==> src/rtl/vga_sync_receiver.sv <==
// rtl/vga_sync_receiver.sv - VGA sync timing receiver: line/frame measurement, pixel coordinates, lock detection
module vga_sync_receiver #(
  parameter int H_TOTAL     = 800,
  parameter int V_TOTAL     = 525,
  parameter int H_ACTIVE    = 640,
  parameter int LOCK_FRAMES = 2
) (
  input  logic       clk,
  input  logic       reset,
  input  logic       pclk_en,
  input  logic       h_sync,
  input  logic       v_sync,
  input  logic       DE,
  output logic [9:0] x_pixel,
  output logic [9:0] y_pixel,
  output logic       pix_valid,
  output logic       line_start,
  output logic       frame_start,
  output logic [9:0] h_meas,
  output logic [9:0] v_meas,
  output logic       locked,
  output logic       timing_err
);

  localparam logic [9:0] H_TOTAL_W  = 10'(H_TOTAL);
  localparam logic [9:0] V_TOTAL_W  = 10'(V_TOTAL);
  localparam logic [9:0] H_ACTIVE_W = 10'(H_ACTIVE);
  localparam logic [2:0] LOCK_W     = 3'(LOCK_FRAMES);

  typedef enum logic [1:0] {SEARCH, MEASURE, LOCKED} state_t;

  state_t     state;
  logic [2:0] match_cnt;
  logic       h_prev, v_prev, de_prev;
  logic [9:0] h_cnt, v_cnt, x_cnt, y_cnt, de_len;

  logic       h_fall, v_fall, de_fall, watchdog;
  logic [9:0] h_meas_nxt, v_cnt_line, v_meas_nxt, de_len_nxt;
  logic       frame_good, lock_err;

  assign h_fall  = pclk_en & h_prev & ~h_sync;
  assign v_fall  = pclk_en & v_prev & ~v_sync;
  assign de_fall = pclk_en & de_prev & ~DE;

  // v_cnt_line already includes a line ending on this very sample, so a
  // coincident h/v fall is counted in the frame it closes.
  assign h_meas_nxt = h_fall ? ((&h_cnt) ? 10'd1023 : h_cnt + 10'd1) : h_meas;
  assign v_cnt_line = (h_fall && !(&v_cnt)) ? v_cnt + 10'd1 : v_cnt;
  assign v_meas_nxt = v_fall ? v_cnt_line : v_meas;
  assign de_len_nxt = de_fall ? x_cnt : de_len;
  assign watchdog   = pclk_en & ~h_fall & (h_cnt == 10'd1022);

  assign frame_good = (v_meas_nxt == V_TOTAL_W) && (h_meas_nxt == H_TOTAL_W);
  assign lock_err   = (h_fall && h_meas_nxt != H_TOTAL_W) ||
                      (de_fall && de_len_nxt != H_ACTIVE_W) ||
                      (v_fall && v_meas_nxt != V_TOTAL_W);

  always_ff @(posedge clk or posedge reset) begin
    if (reset) begin
      h_prev      <= 1'b1;
      v_prev      <= 1'b1;
      de_prev     <= 1'b0;
      h_cnt       <= '0;
      v_cnt       <= '0;
      x_cnt       <= '0;
      y_cnt       <= '0;
      de_len      <= '0;
      h_meas      <= '0;
      v_meas      <= '0;
      x_pixel     <= '0;
      y_pixel     <= '0;
      pix_valid   <= 1'b0;
      line_start  <= 1'b0;
      frame_start <= 1'b0;
    end else begin
      pix_valid   <= 1'b0;
      line_start  <= 1'b0;
      frame_start <= 1'b0;
      if (pclk_en) begin
        h_prev      <= h_sync;
        v_prev      <= v_sync;
        de_prev     <= DE;
        line_start  <= h_fall;
        frame_start <= v_fall;
        h_meas      <= h_meas_nxt;
        v_meas      <= v_meas_nxt;
        de_len      <= de_len_nxt;

        if (h_fall)
          h_cnt <= '0;
        else if (!(&h_cnt))
          h_cnt <= h_cnt + 10'd1;

        v_cnt <= v_fall ? 10'd0 : v_cnt_line;

        if (DE) begin
          pix_valid <= 1'b1;
          x_pixel   <= x_cnt;
          y_pixel   <= y_cnt;
          if (!(&x_cnt))
            x_cnt <= x_cnt + 10'd1;
        end else if (de_fall) begin
          x_cnt <= '0;
        end

        // A frame boundary wins over the line advance of a same-sample DE fall.
        if (v_fall)
          y_cnt <= '0;
        else if (de_fall && !(&y_cnt))
          y_cnt <= y_cnt + 10'd1;
      end
    end
  end

  always_ff @(posedge clk or posedge reset) begin
    if (reset) begin
      state      <= SEARCH;
      match_cnt  <= '0;
      locked     <= 1'b0;
      timing_err <= 1'b0;
    end else begin
      timing_err <= 1'b0;
      if (watchdog) begin
        state      <= SEARCH;
        match_cnt  <= '0;
        locked     <= 1'b0;
        timing_err <= (state == LOCKED);
      end else if (pclk_en) begin
        case (state)
          SEARCH: begin
            if (v_fall) begin
              state     <= MEASURE;
              match_cnt <= '0;
            end
          end
          MEASURE: begin
            if (v_fall) begin
              if (frame_good) begin
                match_cnt <= match_cnt + 3'd1;
                if (match_cnt + 3'd1 == LOCK_W) begin
                  state  <= LOCKED;
                  locked <= 1'b1;
                end
              end else begin
                match_cnt <= '0;
              end
            end
          end
          LOCKED: begin
            if (lock_err) begin
              state      <= MEASURE;
              match_cnt  <= '0;
              locked     <= 1'b0;
              timing_err <= 1'b1;
            end
          end
          default: begin
            state     <= SEARCH;
            match_cnt <= '0;
            locked    <= 1'b0;
          end
        endcase
      end
    end
  end

endmodule

==> config.mk <==
export PLATFORM = sky130hd
export DESIGN_NAME = vga_sync_receiver
export DESIGN_NICKNAME = d
export VERILOG_FILES = /design/src/rtl/vga_sync_receiver.sv
export SDC_FILE = /design/constraint.sdc
export NUM_CORES = 1
export LEC_CHECK = 0
export ABC_CLOCK_PERIOD_IN_PS = 4400
export BUFFER_PORTS_ARGS = -buffer_cell sky130_fd_sc_hd__buf_2
export CAP_MARGIN = 0
export CELL_PAD_IN_SITES_DETAIL_PLACEMENT = 0
export CELL_PAD_IN_SITES_GLOBAL_PLACEMENT = 2
export CORE_MARGIN = 1
export CORE_UTILIZATION = 40
export DETAILED_ROUTE_END_ITERATION = 8
export PLACE_DENSITY = 0.86
export SETUP_SLACK_MARGIN = 0.4
export SYNTH_ARGS = -nofsm -noshare
export SYNTH_HDL_FRONTEND = slang
export SYNTH_SLANG_ARGS = --single-unit
export TNS_END_PERCENT = 100
==> constraint.sdc <==
create_clock -name clk -period 4.4 [get_ports clk]
set_input_delay 0.44 -clock clk [delete_from_list [all_inputs] [get_ports clk]]
set_output_delay 0.44 -clock clk [all_outputs]
set_load 0.005 [all_outputs]
**Word level (Yosys, flattened, before mapping)**

Cells that the tools add are included.

- Bitwise logic cells: 12
- Add/subtract/negate cells: 5
- Reduce and logical (&&, ||, !) cells: 25
- Multiplexer cells: 43
- Equality and inequality tests: 17

Operators by type and width:

| operator | count |
|---|---|
| $mux W10 | 13 |
| $add A10 B1 Y10 const B | 4 |
| $reduce_and A10 Y1 | 4 |
| $eq A10 B10 Y1 const B | 3 |
| $ne A10 B10 Y1 const B | 3 |
| $mux W3 | 6 |
| $ne A3 B3 Y1 const B | 5 |
| $mux W1 | 14 |
| $mux W2 | 7 |
| $reduce_and A6 Y1 | 2 |
| $pmux W3 S3 | 1 |
| $and A1 B1 Y1 | 8 |
| $logic_and A1 B1 Y1 | 6 |
| $ne A2 B2 Y1 const B | 3 |
| $pmux W2 S3 | 1 |
| $reduce_and A2 Y1 | 3 |
| $reduce_bool A2 Y1 | 3 |
| $not A1 Y1 | 4 |
| $reduce_and A4 Y1 | 1 |
| $add A3 B1 Y3 const B | 1 |
| $eq A3 B2 Y1 const B | 1 |
| $pmux W1 S3 | 1 |
| $reduce_and A3 Y1 | 1 |
| $eq A2 B1 Y1 const B | 1 |
| 4 further kinds | 6 |

- Output and inout port bits: 45
- Bits of input ports: 6
- Register bits: 103

**Logic depth before layout (Yosys ltp)**

- Depth in word-level cells: 12
- Depth in mapped cells: 11
- Depth with buffers taken out: 9

**Worst setup path before layout**

OpenSTA, ideal clock, no wires.

- Path type: register to register
- From: register v_cnt[0]
- To: register match_cnt[1]
- Data arrival time: 2.531 ns
- Setup slack: 1.744 ns
- Stages on the path, launching flop included: 11
- Period minus slack after synthesis: 2.656 ns
- Cells stage by stage: dfrtp_1 > ha_1 > and4b_1 > buf_2 > a21o_1 > a31o_2 > nor4_1 > and4b_1 > o221a_4 > a31o_4 > mux2_4

- Word-level cells in the longest chain between the ends: 12
- Elaborated cells between the ends (all ways): 18
- Classes of those cells: 1 x add/sub; 3 x eq/ne; 7 x mux; 7 x reduce/logical

Ends and longest elaborated chain:

| what | line | RTL |
|---|---|---|
| from (decl) | 35 | `logic [9:0] h_cnt, v_cnt, x_cnt, y_cnt, de_len;` |
| from (signal assigned) | 94 | `v_cnt <= v_fall ? 10'd0 : v_cnt_line;` |
| parallel branches: the longest is 3 deep, another holds $add A10 B1 Y10 | - |  |
| $mux W10 * | 48 | `assign v_cnt_line = (h_fall && !(&v_cnt)) ? v_cnt + 10'd1 : v_cnt;` |
| $mux W10 * | 49 | `assign v_meas_nxt = v_fall ? v_cnt_line : v_meas;` |
| $eq A10 B10 Y1 | 53 | `assign frame_good = (v_meas_nxt == V_TOTAL_W) && (h_meas_nxt == H_TOTAL_W);` |
| $logic_and A1 B1 Y1 | 53 |  |
| $mux W3 | 138 | `if (frame_good) begin` |
| $mux W3 | 137 | `if (v_fall) begin` |
| $pmux W3 S3 | 129 | `case (state)` |
| $mux W3 | 128 | `end else if (pclk_en) begin` |
| $mux W3 | 123 | `if (watchdog) begin` |
| to (signal assigned) | 139 | `match_cnt <= match_cnt + 3'd1;` |
| to (decl) | 33 | `logic [2:0] match_cnt;` |

Every way passes the cells marked *. The select of a mux whose other input is x is not followed.
A chain may end at the register's enable or synchronous reset.

**Worst setup path in the final report**

- From: register h_prev
- To: register match_cnt[1]

- Word-level cells in the longest chain between the ends: 12
- Elaborated cells between the ends (all ways): 28
- Classes of those cells: 7 x eq/ne; 8 x mux; 5 x bitwise; 8 x reduce/logical

Ends and longest elaborated chain:

| what | line | RTL |
|---|---|---|
| from (decl) | 34 | `logic h_prev, v_prev, de_prev;` |
| from (signal assigned) | 80 | `h_prev <= h_sync;` |
| $and A1 B1 Y1 * (2 in series) | 41 | `assign h_fall = pclk_en & h_prev & ~h_sync;` |
| $logic_and A1 B1 Y1 | 48 |  |
| $mux W10 | 48 |  |
| $mux W10 | 49 |  |
| $eq A10 B10 Y1 | 53 |  |
| $logic_and A1 B1 Y1 | 53 |  |
| $mux W3 | 138 |  |
| $mux W3 | 137 |  |
| $pmux W3 S3 | 129 |  |
| $mux W3 | 128 |  |
| $mux W3 | 123 |  |

Every way passes the cells marked *; elsewhere a longest branch is shown, timed or not. The select of a mux whose other input is x is not followed.

==> out/metrics.yaml <==
gr-usage-met3_pct: 2.55
postRouteAntennaNets: 0
timing.fmax_ghz: 0.327
p_leak_nw: 2.54
synthSimpleGateAreaFrac_pct: 20.4
area_delta_synth_final_pct: 14.3
routed_wirelength_mm: 10.2
slew_viol_final: 0
skew_ns: 0.00606
clk_pin_slew_worst_paths_ns: 0.06
end_kind: "register"
worstPathArrival_ns: 3.29
synthesis.area_um2: 4620
cts_made_buffers: 9
netlist_instances: 442
max_slew_margin_pct: 45.0
grt-ovfl-total: 0
cp_max_fo: 17
track_usage_pct: 19.1
avgSynthCellArea_um2: 10.4
ys_types: 69
p_total_w: 0.00218
yosys-top-cells-area: "dfrtp_1 49%, mux2_2 5.6%, nor2_1 3.8%"
synth-seq-area-share_pct: 50.4
grt.busiest_layer: "met2"
final.setup.tns_ns: 0
drive_gt1_share_pct: 22.9
setup_slack_ns: 1.34
finalCriticalPeriod_ns: 3.06
grt_first_pass_wirelength_mm: 17.3
setup_viol: 0
dr.pass1.iters: 4
globalplace.congestion: 0.856
routedWlPerCell_um: 16.1
die_h_um: 109
startpoint_type: "register"
cts_setup_buffers: 0
die_w_um: 109
clk_path_buf_depth: 2
vias_per_cell: 5.49
start_util_pct: 41.9
rows: 38
rsz0062_at_grt: "no"
die-area_um2: 12000
synth_fa_ha_area_share_pct: 1.90
maxCapViolCount: 0
first_iter_violations: 175
synth_nets: 455
grt_pass1_vias: 3397
met1_usage_pct: 25.8
clock-sinks: 93
diodes: 0
clk_latency_ns: 0.34
hold_path_class: "in2async"
synth_seq_cells: 93
synth_compound_area_share_pct: 11.7
ir_drop_mv: 0.232
whs_ns: 0.233
async_flop_share_pct: 100
met2_usage_pct: 30.3
drc: 0
tightest_slew_ns: 0.825
vias: 3480
io_buffers: 50
grt_max_degree: 49
critical_path_required_ns: 4.63
post_cts_resized: 0
dp_slack_ns: 1.11
h-tree-depth: 3
ios: 51
place_inst: 618
outcome: "finished, final reports clean"
core_um2: 11000
antenna_found_initial: 0
fillers: 1039
final_nets: 502
cts-root-buf: "clkbuf_16"
p_per_area_nw_per_um2: 412
period_share_pct: 69.5
yosys.area.top_type_share_pct: 49.3
synth-main-ff-cell: "dfrtp_1"
synth_top_area_cell: "dfrtp_1"
hold_buffers: 0
cts_tree: "done"
synthMuxAreaShare_pct: 7.04
ys.warnings.count: 0
synth_top_family_by_area: "simple AND/OR/NAND/NOR gates"
synth_edf_count: 0
stdcell_count: 634
place_hpwl_mm: 7.16
synth-xor-area-share_pct: 5.31
finalHoldViolCount: 0
path_class: "reg2reg"
[final timing paths]
kind | endpoint | depth (start not counted) | slack (ns) | startpoint
worst max-delay path | match_cnt[1] | 10 | 1.34 | h_prev
worst min-delay path | line_start | 2 | 0.23 | reset
worst max register to register | match_cnt[1] | 10 | 1.34 | h_prev
worst min register to register | x_pixel[1] | 1 | 0.50 | x_pixel[1]
max in group asynchronous | v_cnt[4] | 3 | 3.08 | reset
min in group clk | x_cnt[1] | 3 | 0.38 | DE
[through the flow]
| step | area (um^2) | utilization [%] |
|---|---|---|
| 6_report | 5280 | 47.9 |
| 5_1_grt | 5280 | 47.9 |
| 4_1_cts | 5280 | 47.9 |
| 3_5_place_dp | 4990 | 45.2 |
| 3_3_place_gp | 4990 | 45.2 |
| 2_1_floorplan | 4620 | - |
[cell families after synthesis]
logic type | Yosys count
adder cells (fa/ha/maj) | 7
AND/OR/NAND/NOR | 174
flip-flops | 93
multiplexers | 29
XOR/XNOR | 28
buffers and inverters | 34
AO/OA/AOI/OAI | 77
[synth_stat cells (2+ instances only)]
library cell,instances
nand3b_1,4
nor2_1,47
a31o_2,2
and3_1,10
o211a_1,2
o21ai_0,21
nand4b_1,2
xor2_1,18
a31oi_1,4
buf_2,7
or3_1,6
nor3_1,7
and4b_1,2
o21ai_1,3
nand2_1,40
a32o_1,2
or2_2,2
o22a_1,2
a41oi_1,2
mux2i_1,4
nor2b_1,2
nand4_1,10
nand3_1,15
a211o_1,2
clkbuf_1,7
dfrtp_1,91
a21oi_1,13
nor4_1,4
dfstp_2,2
mux2_2,23
ha_1,7
a21o_1,6
and2_1,8
xnor2_1,10
inv_1,13
o2111ai_1,2
and4_1,4
a211oi_1,3
buf_1,3
[power breakdown]
group / total (W) / switching (W) / internal (W)
combinational: 0.000363 / 0.000198 / 0.000165
sequential: 0.00107 / 0.000114 / 0.000958
clock: 0.000743 / 0.000327 / 0.000416
[flip-flops by register name (all words and copies together) (netlist names), 2 cells and up]
signal,count
h_meas,10
v_cnt,10
state,2
h_cnt,10
y_pixel,10
x_pixel,10
match_cnt,3
x_cnt,10
v_meas,10
y_cnt,10
[final cells by class]
cell class              count  area (um^2)  area share, %
clock inverters             4         32.5          0.616
well taps                 140          175           3.32
clock buffers              12          256           4.86
inverters                  15         57.6           1.09
repair buffers             55          288           5.45
flip-flops and latches     93         2330           44.1
multi-input cells         315         2140           40.5
[worst max-delay path, cell delays in order (launching register included)]
cell and delay (ns):
dfstp_2 0.39, nand3b_4 0.20, clkinv_1 0.48, buf_4 0.38, nor2_1 0.10, a31oi_1 0.06, a211o_1 0.30, nor4_2 0.27
o221a_4 0.29, a31o_4 0.17, mux2_4 0.29
[per-layer routing]
layer | up-vias | share of wire, %
met1 | 1681 | 48
met2 | 87 | 46
met3 | 22 | 3.5
li1 | 1690 | -
met4 | 0 | 2.6
met5 | - | 0
[cell usage in the layout (no fill, tap or decap), types with 7 or more instances in the layout]
cell type,synthesis,routed
and3_1,10,10
clkbuf_16,0,9
o21ai_0,21,21
nand4_1,10,10
buf_2,7,50
xor2_1,18,18
ha_1,7,7
dfrtp_1,91,91
inv_1,13,12
nor2_1,47,47
nor3_1,7,7
mux2_2,23,23
nand3_1,15,15
nand2_1,40,40
and2_1,8,8
xnor2_1,10,10
a21oi_1,13,13
Power figures use the tool's default switching activity.
